[src/rtl/digital_pll_pkg.sv]
// Shared definitions for the PLL ring-oscillator trim bus.
// Used by the trim monitor and the PLL controller encoder.
//   TRIM_W / TINT_W / TINT_MAX : bus and code widths, largest code
//   HALF_ORDER                 : order in which bits of one 13-bit half are switched on
//   mon_state_t                : trim monitor FSM states
//   trim_encode()              : integer code -> trim bus value
//   tint_absdiff()             : |a-b| on codes without wrap
package digital_pll_pkg;

   localparam int TRIM_W   = 26;
   localparam int TINT_W   = 5;
   localparam int TINT_MAX = 26;
   localparam int HALF_W   = 13;

   localparam logic [4:0] HALF_ORDER [HALF_W] = '{
      5'd0, 5'd6, 5'd10, 5'd3, 5'd8, 5'd12, 5'd5, 5'd2, 5'd9, 5'd4, 5'd11, 5'd1, 5'd7
   };

   typedef enum logic [1:0] {
      IDLE    = 2'd0,
      ACQUIRE = 2'd1,
      LOCKED  = 2'd2
   } mon_state_t;

   // Code k switches on k bits: the first half fills in HALF_ORDER,
   // then the second half fills in the same order offset by 13.
   function automatic logic [TRIM_W-1:0] trim_encode(input logic [TINT_W-1:0] code);
      logic [TRIM_W-1:0] t;
      t = '0;
      for (int i = 0; i < HALF_W; i++) begin
         if (i < int'(code))
            t[HALF_ORDER[4'(i)]] = 1'b1;
         if (i + HALF_W < int'(code))
            t[HALF_ORDER[4'(i)] + 5'd13] = 1'b1;
      end
      return t;
   endfunction

   function automatic logic [TINT_W:0] tint_absdiff(input logic [TINT_W-1:0] a,
                                                    input logic [TINT_W-1:0] b);
      logic [TINT_W:0] ea;
      logic [TINT_W:0] eb;
      ea = {1'b0, a};
      eb = {1'b0, b};
      return (ea > eb) ? (ea - eb) : (eb - ea);
   endfunction

endpackage

[src/rtl/digital_pll_trim_decode.sv]
// Combinational trim bus decoder.
//   trim_i  : registered trim bus
//   valid_o : trim_i matches exactly one encoder table entry
//   tint_o  : integer code of the matching entry (0 when not valid)
module digital_pll_trim_decode
   import digital_pll_pkg::*;
(
   input  logic [TRIM_W-1:0] trim_i,
   output logic              valid_o,
   output logic [TINT_W-1:0] tint_o
);

   // Table entries are distinct, so at most one compare can hit.
   always_comb begin
      valid_o = 1'b0;
      tint_o  = '0;
      for (int k = 0; k <= TINT_MAX; k++) begin
         if (trim_i == trim_encode(5'(k))) begin
            valid_o = 1'b1;
            tint_o  = 5'(k);
         end
      end
   end

endmodule

[src/rtl/digital_pll_trim_monitor.sv]
// Observer for the PLL ring-oscillator trim bus: decodes the code, flags
// illegal bus values, tracks frequency lock and keeps min/max/change stats.
//   clock, reset            : PLL clock, async active-high reset
//   enable_i, clear_i       : run enable, sync clear of stats/flags/FSM
//   trim_i                  : trim bus from the PLL controller
//   tint_out_o, code_error_o: decoded code of last valid trim, illegal-value flag
//   error_sticky_o          : any illegal value seen since clear
//   locked_o, lock_lost_o   : lock indication, sticky lock-lost-by-deviation
//   tint_min_o, tint_max_o  : code range since clear
//   change_cnt_o            : saturating count of code changes
//
// state   | meaning
// IDLE    | monitor disabled, not locked
// ACQUIRE | counting consecutive samples within LOCK_TOL of ref
// LOCKED  | locked while samples stay within UNLOCK_TOL of ref
module digital_pll_trim_monitor
   import digital_pll_pkg::*;
#(
   parameter int LOCK_CYCLES = 256,
   parameter int LOCK_TOL    = 1,
   parameter int UNLOCK_TOL  = 2,
   parameter int CNT_W       = 16
) (
   input  logic              clock,
   input  logic              reset,
   input  logic              enable_i,
   input  logic              clear_i,
   input  logic [TRIM_W-1:0] trim_i,
   output logic [TINT_W-1:0] tint_out_o,
   output logic              code_error_o,
   output logic              error_sticky_o,
   output logic              locked_o,
   output logic              lock_lost_o,
   output logic [TINT_W-1:0] tint_min_o,
   output logic [TINT_W-1:0] tint_max_o,
   output logic [CNT_W-1:0]  change_cnt_o
);

   localparam int STB_W = (LOCK_CYCLES > 2) ? $clog2(LOCK_CYCLES) : 1;

   logic [TRIM_W-1:0] trim_q;
   logic              dec_valid;
   logic [TINT_W-1:0] dec_tint;
   logic [TINT_W:0]   dev;
   logic              hit_acq, hit_lock;

   logic [TINT_W-1:0] tint_q, tint_d, min_q, min_d, max_q, max_d, ref_q, ref_d;
   logic              err_q, err_d, sticky_q, sticky_d, lost_q, lost_d;
   logic [CNT_W-1:0]  cnt_q, cnt_d;
   logic [STB_W-1:0]  stable_q, stable_d;
   mon_state_t        state_q, state_d;

   digital_pll_trim_decode u_decode (
      .trim_i  (trim_q),
      .valid_o (dec_valid),
      .tint_o  (dec_tint)
   );

   assign dev      = tint_absdiff(dec_tint, ref_q);
   assign hit_acq  = dec_valid && (dev <= 6'(LOCK_TOL));
   assign hit_lock = dec_valid && (dev <= 6'(UNLOCK_TOL));

   // tint_out and code_error track the pipeline regardless of enable;
   // only the statistics are frozen while disabled.
   always_comb begin
      tint_d   = tint_q;
      err_d    = ~dec_valid;
      sticky_d = sticky_q | ~dec_valid;
      min_d    = min_q;
      max_d    = max_q;
      cnt_d    = cnt_q;
      if (dec_valid)
         tint_d = dec_tint;
      if (enable_i && dec_valid) begin
         if (dec_tint < min_q)
            min_d = dec_tint;
         if (dec_tint > max_q)
            max_d = dec_tint;
         if ((dec_tint != tint_q) && (cnt_q != '1))
            cnt_d = cnt_q + 1'b1;
      end
      if (clear_i) begin
         sticky_d = 1'b0;
         min_d    = TINT_W'(TINT_MAX);
         max_d    = '0;
         cnt_d    = '0;
      end
   end

   always_comb begin
      state_d  = state_q;
      ref_d    = ref_q;
      stable_d = stable_q;
      lost_d   = lost_q;
      if (clear_i) begin
         state_d  = enable_i ? ACQUIRE : IDLE;
         stable_d = '0;
         lost_d   = 1'b0;
         if (dec_valid)
            ref_d = dec_tint;
      end else if (!enable_i) begin
         state_d  = IDLE;
         stable_d = '0;
      end else begin
         case (state_q)
            IDLE: begin
               state_d  = ACQUIRE;
               stable_d = '0;
               if (dec_valid)
                  ref_d = dec_tint;
            end
            ACQUIRE: begin
               if (hit_acq) begin
                  if (stable_q == STB_W'(LOCK_CYCLES - 1)) begin
                     state_d  = LOCKED;
                     stable_d = '0;
                  end else begin
                     stable_d = stable_q + 1'b1;
                  end
               end else begin
                  stable_d = '0;
                  if (dec_valid)
                     ref_d = dec_tint;
               end
            end
            LOCKED: begin
               if (!hit_lock) begin
                  state_d  = ACQUIRE;
                  stable_d = '0;
                  lost_d   = 1'b1;
                  if (dec_valid)
                     ref_d = dec_tint;
               end
            end
            default: state_d = IDLE;
         endcase
      end
   end

   always_ff @(posedge clock or posedge reset) begin
      if (reset) begin
         trim_q   <= '0;
         tint_q   <= '0;
         err_q    <= 1'b0;
         sticky_q <= 1'b0;
         min_q    <= TINT_W'(TINT_MAX);
         max_q    <= '0;
         cnt_q    <= '0;
         state_q  <= IDLE;
         ref_q    <= '0;
         stable_q <= '0;
         lost_q   <= 1'b0;
      end else begin
         trim_q   <= trim_i;
         tint_q   <= tint_d;
         err_q    <= err_d;
         sticky_q <= sticky_d;
         min_q    <= min_d;
         max_q    <= max_d;
         cnt_q    <= cnt_d;
         state_q  <= state_d;
         ref_q    <= ref_d;
         stable_q <= stable_d;
         lost_q   <= lost_d;
      end
   end

   assign tint_out_o     = tint_q;
   assign code_error_o   = err_q;
   assign error_sticky_o = sticky_q;
   assign locked_o       = (state_q == LOCKED);
   assign lock_lost_o    = lost_q;
   assign tint_min_o     = min_q;
   assign tint_max_o     = max_q;
   assign change_cnt_o   = cnt_q;

endmodule

[config.mk]
export PLATFORM = sky130hd
export DESIGN_NAME = digital_pll_trim_monitor
export DESIGN_NICKNAME = d
export VERILOG_FILES = /design/src/rtl/digital_pll_pkg.sv /design/src/rtl/digital_pll_trim_decode.sv /design/src/rtl/digital_pll_trim_monitor.sv
export SDC_FILE = /design/constraint.sdc
export NUM_CORES = 1
export LEC_CHECK = 0
export ABC_AREA = 1
export CAP_MARGIN = 15
export CELL_PAD_IN_SITES_DETAIL_PLACEMENT = 0
export CELL_PAD_IN_SITES_GLOBAL_PLACEMENT = 1
export CORE_MARGIN = 2
export CORE_UTILIZATION = 37
export DETAILED_ROUTE_END_ITERATION = 10
export GPL_TIMING_DRIVEN = 0
export PLACE_DENSITY = 0.78
export REMOVE_ABC_BUFFERS = 1
export SETUP_SLACK_MARGIN = 0.3
export SLEW_MARGIN = 20
export SYNTH_ARGS = -nofsm -noshare
export SYNTH_HDL_FRONTEND = slang
export SYNTH_SLANG_ARGS = --single-unit
[constraint.sdc]
create_clock -name clock -period 3.4 [get_ports clock]
set_clock_uncertainty 0.15 [all_clocks]
set_input_delay 0.68 -clock clock [delete_from_list [all_inputs] [get_ports clock]]
set_output_delay 0.68 -clock clock [all_outputs]
set_load 0.03 [all_outputs]
# After elaboration in Yosys (flattened, before gate mapping)
# Cells that the tools add are included.
totals:
  reg_bits: 75
  latch_bits: 0
  mem_bits_rw: 0
  mem_bits_ro: 0
  inputBits: 30
  out_inout_bits: 35
  elab_cells: 137
  memories: 0
classes:
  add_sub_neg: 4
  n_mul: 0
  n_div: 0
  n_lt_le_gt_ge: 5
  eq_ne: 28
  shift: 0
  muxes: 67
  n_bitwise: 2
  reduce_logical: 20
ops:
  columns: ["operator", "n"]
  rows:
  - ["$mux W5", 26]
  - ["$eq A26 B11 Y1 const B", 3]
  - ["$eq A26 B13 Y1 const B", 3]
  - ["$eq A26 B24 Y1 const B", 3]
  - ["$eq A26 B26 Y1 const B", 3]
  - ["$mux W16", 3]
  - ["$mux W8", 5]
  - ["$eq A26 B1 Y1 const B", 1]
  - ["$eq A26 B14 Y1 const B", 1]
  - ["$eq A26 B20 Y1 const B", 1]
  - ["$eq A26 B7 Y1 const B", 1]
  - ["$logic_not A26 Y1", 1]
  - ["$mux W1", 24]
  - ["$pmux W8 S3", 1]
  - ["$add A16 B1 Y16 const B", 1]
  - ["$ne A16 B16 Y1 const B", 1]
  - ["$pmux W5 S3", 1]
  - ["$ne A4 B4 Y1 const B", 3]
  - ["$reduce_bool A2 Y1", 6]
  - ["$sub A5 B5 Y6", 2]
  - ["$gt A5 B5 Y1", 2]
  - ["$mux W2", 5]
  - ["$add A8 B1 Y8 const B", 1]
  - ["$eq A8 B8 Y1 const B", 1]
  - ["other kinds (19)", 27]

# Depth between registers and ports, before layout
depth:
  word_depth: 25
  mapped_depth: 29
  mapped_depth_nobuf: 28

# Cells and area by module
# Synthesis repeated with hierarchy kept, for this count alone.
unflattened:
  hier_cells: 652
  area_unflattened_um2: 4971.0
modules_own_cells:
  columns: ["mod", "instances", "cells_per_inst", "area_per_inst_um2", "seq_area_each_um2"]
  rows:
  - ["digital_pll_trim_monitor", 1, 482, 4137.7, 1880.6]
  - ["digital_pll_trim_decode", 1, 170, 833.3, 0.0]

# Worst setup path before layout
# OpenSTA, ideal clock, no wires.
synth_path:
  path_kind: "register to register"
  startpoint: "register trim_q[24]"
  endpoint: "register stable_q[0]"
  setup_time_ps: 117
  arrival_ps: 3294
  required_time_ps: 3133
  setup_slack_ps: -161
  stages_incl_launch_ff: 28
  path_buffers: 1
  synth_period_minus_slack_ps: 3561
  path_cell_list: "dfrtp_1 -> nor2_2 -> nand2_2 -> nor2_4 -> nand3_1 -> nor2_1 -> inv_1 -> nand2_1 -> nor2_1 -> nand3_1 -> nor2_1 -> ha_1 -> fa_1 -> o21ai_2 -> nand3_1 -> nand2_2 -> o21ai_0 -> nand2_1 -> nand3_1 -> nor2_1 -> nand2_1 -> nand2_1 -> nand4_1 -> nand2_2 -> buf_4 -> nand2_1 -> o21ai_1 -> inv_1"
synth_between:
  elab_chain_len: 25
  elab_cells_between_ends: 64
  classes_between: "2 x add/sub; 3 x order compare; 17 x eq/ne; 38 x mux; 4 x reduce/logical"
synth_rtl:
  columns: ["item", "line_no", "text"]
  rows:
  - ["from (decl)", "digital_pll_trim_monitor.sv:41", "logic [TRIM_W-1:0] trim_q;"]
  - ["from (signal assigned)", "digital_pll_trim_monitor.sv:154", "trim_q <= trim_i;"]
  - ["$eq A26 B1 Y1", "digital_pll_trim_decode.sv:18", "if (trim_i == trim_encode(5'(k))) begin"]
  - ["$mux W1", "digital_pll_trim_decode.sv:18", null]
  - ["$mux W5 (15 in a row)", "digital_pll_trim_decode.sv:18", null]
  - ["$sub A5 B5 Y6 / $gt A5 B5 Y1 (equally long branches)", "digital_pll_pkg.sv:45", "return (ea > eb) ? (ea - eb) : (eb - ea);"]
  - ["$mux W6", "digital_pll_pkg.sv:45", null]
  - ["$le A6 B1 Y1", "digital_pll_trim_monitor.sv:60", "assign hit_acq = dec_valid && (dev <= 6'(LOCK_TOL));"]
  - ["$logic_and A1 B1 Y1", "digital_pll_trim_monitor.sv:60", null]
  - ["$mux W8", "digital_pll_trim_monitor.sv:113", "if (hit_acq) begin"]
  - ["$pmux W8 S3", "digital_pll_trim_monitor.sv:105", "case (state_q)"]
  - ["$mux W8", "digital_pll_trim_monitor.sv:101", "end else if (!enable_i) begin"]
  - ["$mux W8", "digital_pll_trim_monitor.sv:95", "if (clear_i) begin"]
  - ["to (signal assigned)", "digital_pll_trim_monitor.sv:163", "stable_q <= stable_d;"]
  - ["to (decl)", "digital_pll_trim_monitor.sv:50", "logic [STB_W-1:0] stable_q, stable_d;"]
# Several ways; a longest one is shown, not always the timed one.
# A chain may end at the register's enable or synchronous reset.

# Final worst setup path
layout_path:
  startpoint: "register trim_q[24]"
  endpoint: "register lost_q, in the netlist lock_lost_o"
layout_between:
  elab_chain_len: 23
  elab_cells_between_ends: 58
  classes_between: "2 x add/sub; 2 x order compare; 17 x eq/ne; 34 x mux; 3 x reduce/logical"
layout_rtl:
  columns: ["item", "line_no", "text"]
  rows:
  - ["$eq A26 B1 Y1", "digital_pll_trim_decode.sv:18", null]
  - ["$mux W1", "digital_pll_trim_decode.sv:18", null]
  - ["$mux W5 (15 in a row)", "digital_pll_trim_decode.sv:18", null]
  - ["$sub A5 B5 Y6 / $gt A5 B5 Y1 (equally long branches)", "digital_pll_pkg.sv:45", null]
  - ["$mux W6", "digital_pll_pkg.sv:45", null]
  - ["$le A6 B2 Y1", "digital_pll_trim_monitor.sv:61", "assign hit_lock = dec_valid && (dev <= 6'(UNLOCK_TOL));"]
  - ["$logic_and A1 B1 Y1 *", "digital_pll_trim_monitor.sv:61", null]
  - ["$ne A2 B2 Y1 (no source line) *", null, null]
  - ["$reduce_and A3 Y1 (no source line) *", null, null]
  - ["to (signal assigned)", "digital_pll_trim_monitor.sv:164", "lost_q <= lost_d;"]
  - ["to (decl)", "digital_pll_trim_monitor.sv:48", "logic err_q, err_d, sticky_q, sticky_d, lost_q, lost_d;"]
# Every way passes the cells marked *; elsewhere a longest branch is shown, timed or not.

==> flow_summary.json <==
{
  "htree_levels": 3,
  "layout-drive-gt1-share_pct": 26.9,
  "worstMarginPinSlew_ns": 0.905,
  "globalRoute.totalOverflow": 0,
  "fp.dieW_um": 123,
  "rows": 43,
  "io_pins": 65,
  "grt_pass1_vias": 4895,
  "crit-reg2reg-launch": "trim_q[24]",
  "synthMostInstantiatedCell": "nand2_1",
  "numClockSinks": 75,
  "whs_ns": 0.334,
  "multi_input_area_sq_um": 3250,
  "critPathRequiredTime_ns": 3.46,
  "antennaDiodeCount": 0,
  "antenna_left": 0,
  "postSynth.asyncResetShare_pct": 100,
  "min_path_cells": 2,
  "ctsHoldBuffers": 0,
  "pre_cts_ws_ns": -1.00,
  "seq_area_frac_synth_pct": 35.7,
  "synth_cell_types": 51,
  "synth_common_cells": "nand2_1, inv_1, dfrtp_1",
  "finalPower_mw": 2.19,
  "cts_buffer_depth": 2,
  "vias": 5077,
  "cts.clk_slew.worst_paths_ns": 0.06,
  "dr.pass1.iters": 5,
  "synth-seq-cells": 75,
  "reg2reg_to": "lock_lost_o",
  "critPathLaunchType": "flop",
  "syn_area_per_cell_sq_um": 7.53,
  "met3_usage_pct": 3.74,
  "max-cap-violations": 0,
  "crit_start": "trim_q[24]",
  "max-slew-margin-rel_pct": 39.6,
  "grt_usage_pct": 20.0,
  "die_y_um": 123,
  "wl_um": 14600,
  "grtUsageMet1_pct": 26.2,
  "setup_slack_ns": -0.424,
  "worstHoldStart": "stable_q[6]",
  "drc": 0,
  "p_per_area_nw_per_um2": 301,
  "via_per_inst": 5.05,
  "antenna_found_initial": 0,
  "finalWorstPathRequiredPeriod_ns": 3.82,
  "cellLeakagePower_nw": 3.43,
  "path_class": "reg2reg",
  "fin_crit_sh_pct": 112,
  "synth-main-ff-cell": "dfrtp_1",
  "hold_viol_final": 0,
  "numCtsBuffers": 9,
  "peakVddDrop_mv": 0.218,
  "status": "finished with violations",
  "hpwl_um": 9870,
  "setup_viol_count_final": 37,
  "dpl-instance-area_sq_um": 6080,
  "grt_use_met2_pct": 31.4,
  "final_cell_area_sq_um": 7290,
  "core_sq_um": 13900,
  "cts_tree": "yes",
  "cp.arrival_ns": 3.89,
  "netlist.area_leader.share_pct": 34.2,
  "n_fill_cell": 1316,
  "ctsRootBufferMaster": "clkbuf_16",
  "portBuffers": 64,
  "gp_congestion": 0.919,
  "rsz0062_at_grt": "yes",
  "netlist_instances": 700,
  "busiest_layer": "met2",
  "endpoint_kind": "flop",
  "fmax_mhz": 262,
  "synthTopCellsByArea": "dfrtp_1, nand2_1, inv_1",
  "clock_latency_ns": 0.35,
  "crit_path_max_fanout": 6,
  "hold_end": "stable_q[6]",
  "initial_core_util_pct": 38.0,
  "drt_iter0_drc": 312,
  "final_nets": 876,
  "violations": "setup timing",
  "grt_max_degree": 54,
  "grt_pass1_wl_um": 23600,
  "slew_violations": 0,
  "synth-edff-count": 0,
  "wl_per_cell_um": 14.5,
  "r2r_cells": 27,
  "synth_top_area_cell": "dfrtp_1",
  "syn_area_sq_um": 5270,
  "areaGrowthSynthToFinish_pct": 38.3,
  "final-seq-area_sq_um": 1880,
  "hold_class": "reg2reg",
  "synth_warnings": 0,
  "rrSetupSlack_ns": -0.42,
  "die-area_sq_um": 15200,
  "fin_tns_setup_ns": -10.32
}
-- cells in the final DEF, fill, tap and decap left out, types with 4 or more instances in the layout --
cell and count:
o21ai_2 4, nor3_1 24, xor2_1 11, o21ai_1 24, nor2_4 19, nand3_4 4
clkbuf_16 9, nand2_2 28, nand3_2 28, ha_1 19, inv_2 17, clkdlybuf4s50_1 64
nand2_1 125, buf_6 10, a21oi_1 12, nor2_1 41, inv_1 103, o21ai_0 15
xnor2_1 9, buf_4 45, nand3_1 28, nand4_1 33, nand2_4 6, nor4_1 8
nor2_2 13, dfrtp_1 72
-- final cells by class --
class	count	area share (%)
Timing Repair Buffer	120	15.4
Clock buffer	12	3.52
Multi-Input combinational cell	490	44.6
Inverter	124	6.63
Clock inverter	4	0.996
Tap cell	180	3.09
Sequential cell	75	25.8
-- state kept, by name (all words and copies together), names as in the netlist --
signal and count:
trim_q 26, change_cnt_o 16, stable_q 8, ref_q 5
tint_max_o 5, tint_min_o 5, tint_out_o 5, state_q 2
code_error_o 1, error_sticky_o 1, lock_lost_o 1
-- where the power goes --
group | switching (mW) | leakage, nW | total [mW] | internal, mW
registers | 0.0165 | 0.960 | 0.935 | 0.919
clock network | 0.390 | 0.159 | 1.07 | 0.682
logic | 0.110 | 2.31 | 0.186 | 0.0757
-- cells by family after synthesis --
kind of cell	count (synthesis)	synth area share [%]
simple gates	372	36.2
buf+inv	137	10.4
flops	75	35.7
compound gates	70	7.88
fa+ha+maj	26	6.46
xor+xnor	20	3.32
-- worst max-delay path: stages (launching register included) --
cell,delay [ns]
dfrtp_1,0.40
nor2_2,0.15
nand2_2,0.10
nor2_4,0.17
nand2_4,0.13
inv_8,0.10
nand3_4,0.08
nand3_4,0.13
nor2_4,0.04
nand3_2,0.07
nor2_4,0.07
ha_4,0.18
fa_2,0.37
o21ai_4,0.20
nand3_2,0.12
nand2_4,0.11
nand2_2,0.06
nand2_2,0.07
nand3_4,0.08
nor2_4,0.14
buf_6,0.11
buf_6,0.08
buf_6,0.08
buf_6,0.08
buf_6,0.07
o211ai_1,0.07
a31oi_1,0.19
nor2_1,0.05
-- worst max-delay path by stage --
stage | to | slack [ns] | cells past startpoint
floorplan | ref_q[4] | -0.28 | 25
global placement | ref_q[4] | -0.99 | 25
detailed placement | ref_q[4] | -1.00 | 25
CTS | lock_lost_o | -0.33 | 27
global route | lock_lost_o | -0.62 | 28
finish | lock_lost_o | -0.42 | 27
-- repair_timing --
item | CTS | global route
gates resized for setup | 77 | 50
gates cloned | 1 | 1
pin swaps | 31 | 33
setup endpoints to repair | 25 | 42
setup buffers | 42 | 13
-- stage by stage --
stage | cells | util [%]
5_1_grt | 1005 | 52.5
4_1_cts | 991 | 50.5
2_1_floorplan | 687 | -
3_3_place_gp | 931 | 43.6
6_report | 1005 | 52.5
3_5_place_dp | 932 | 43.8
-- metal layers --
metal  share of wire [%]  wire length (um)  vias up
met4                 3.1               456        0
met2                  46              6720      154
met3                 5.6               819       38
met1                  45              6580     2366
met5                   0                 0        -
li1                    -                 -     2519
Power figures use the tool's default switching activity.
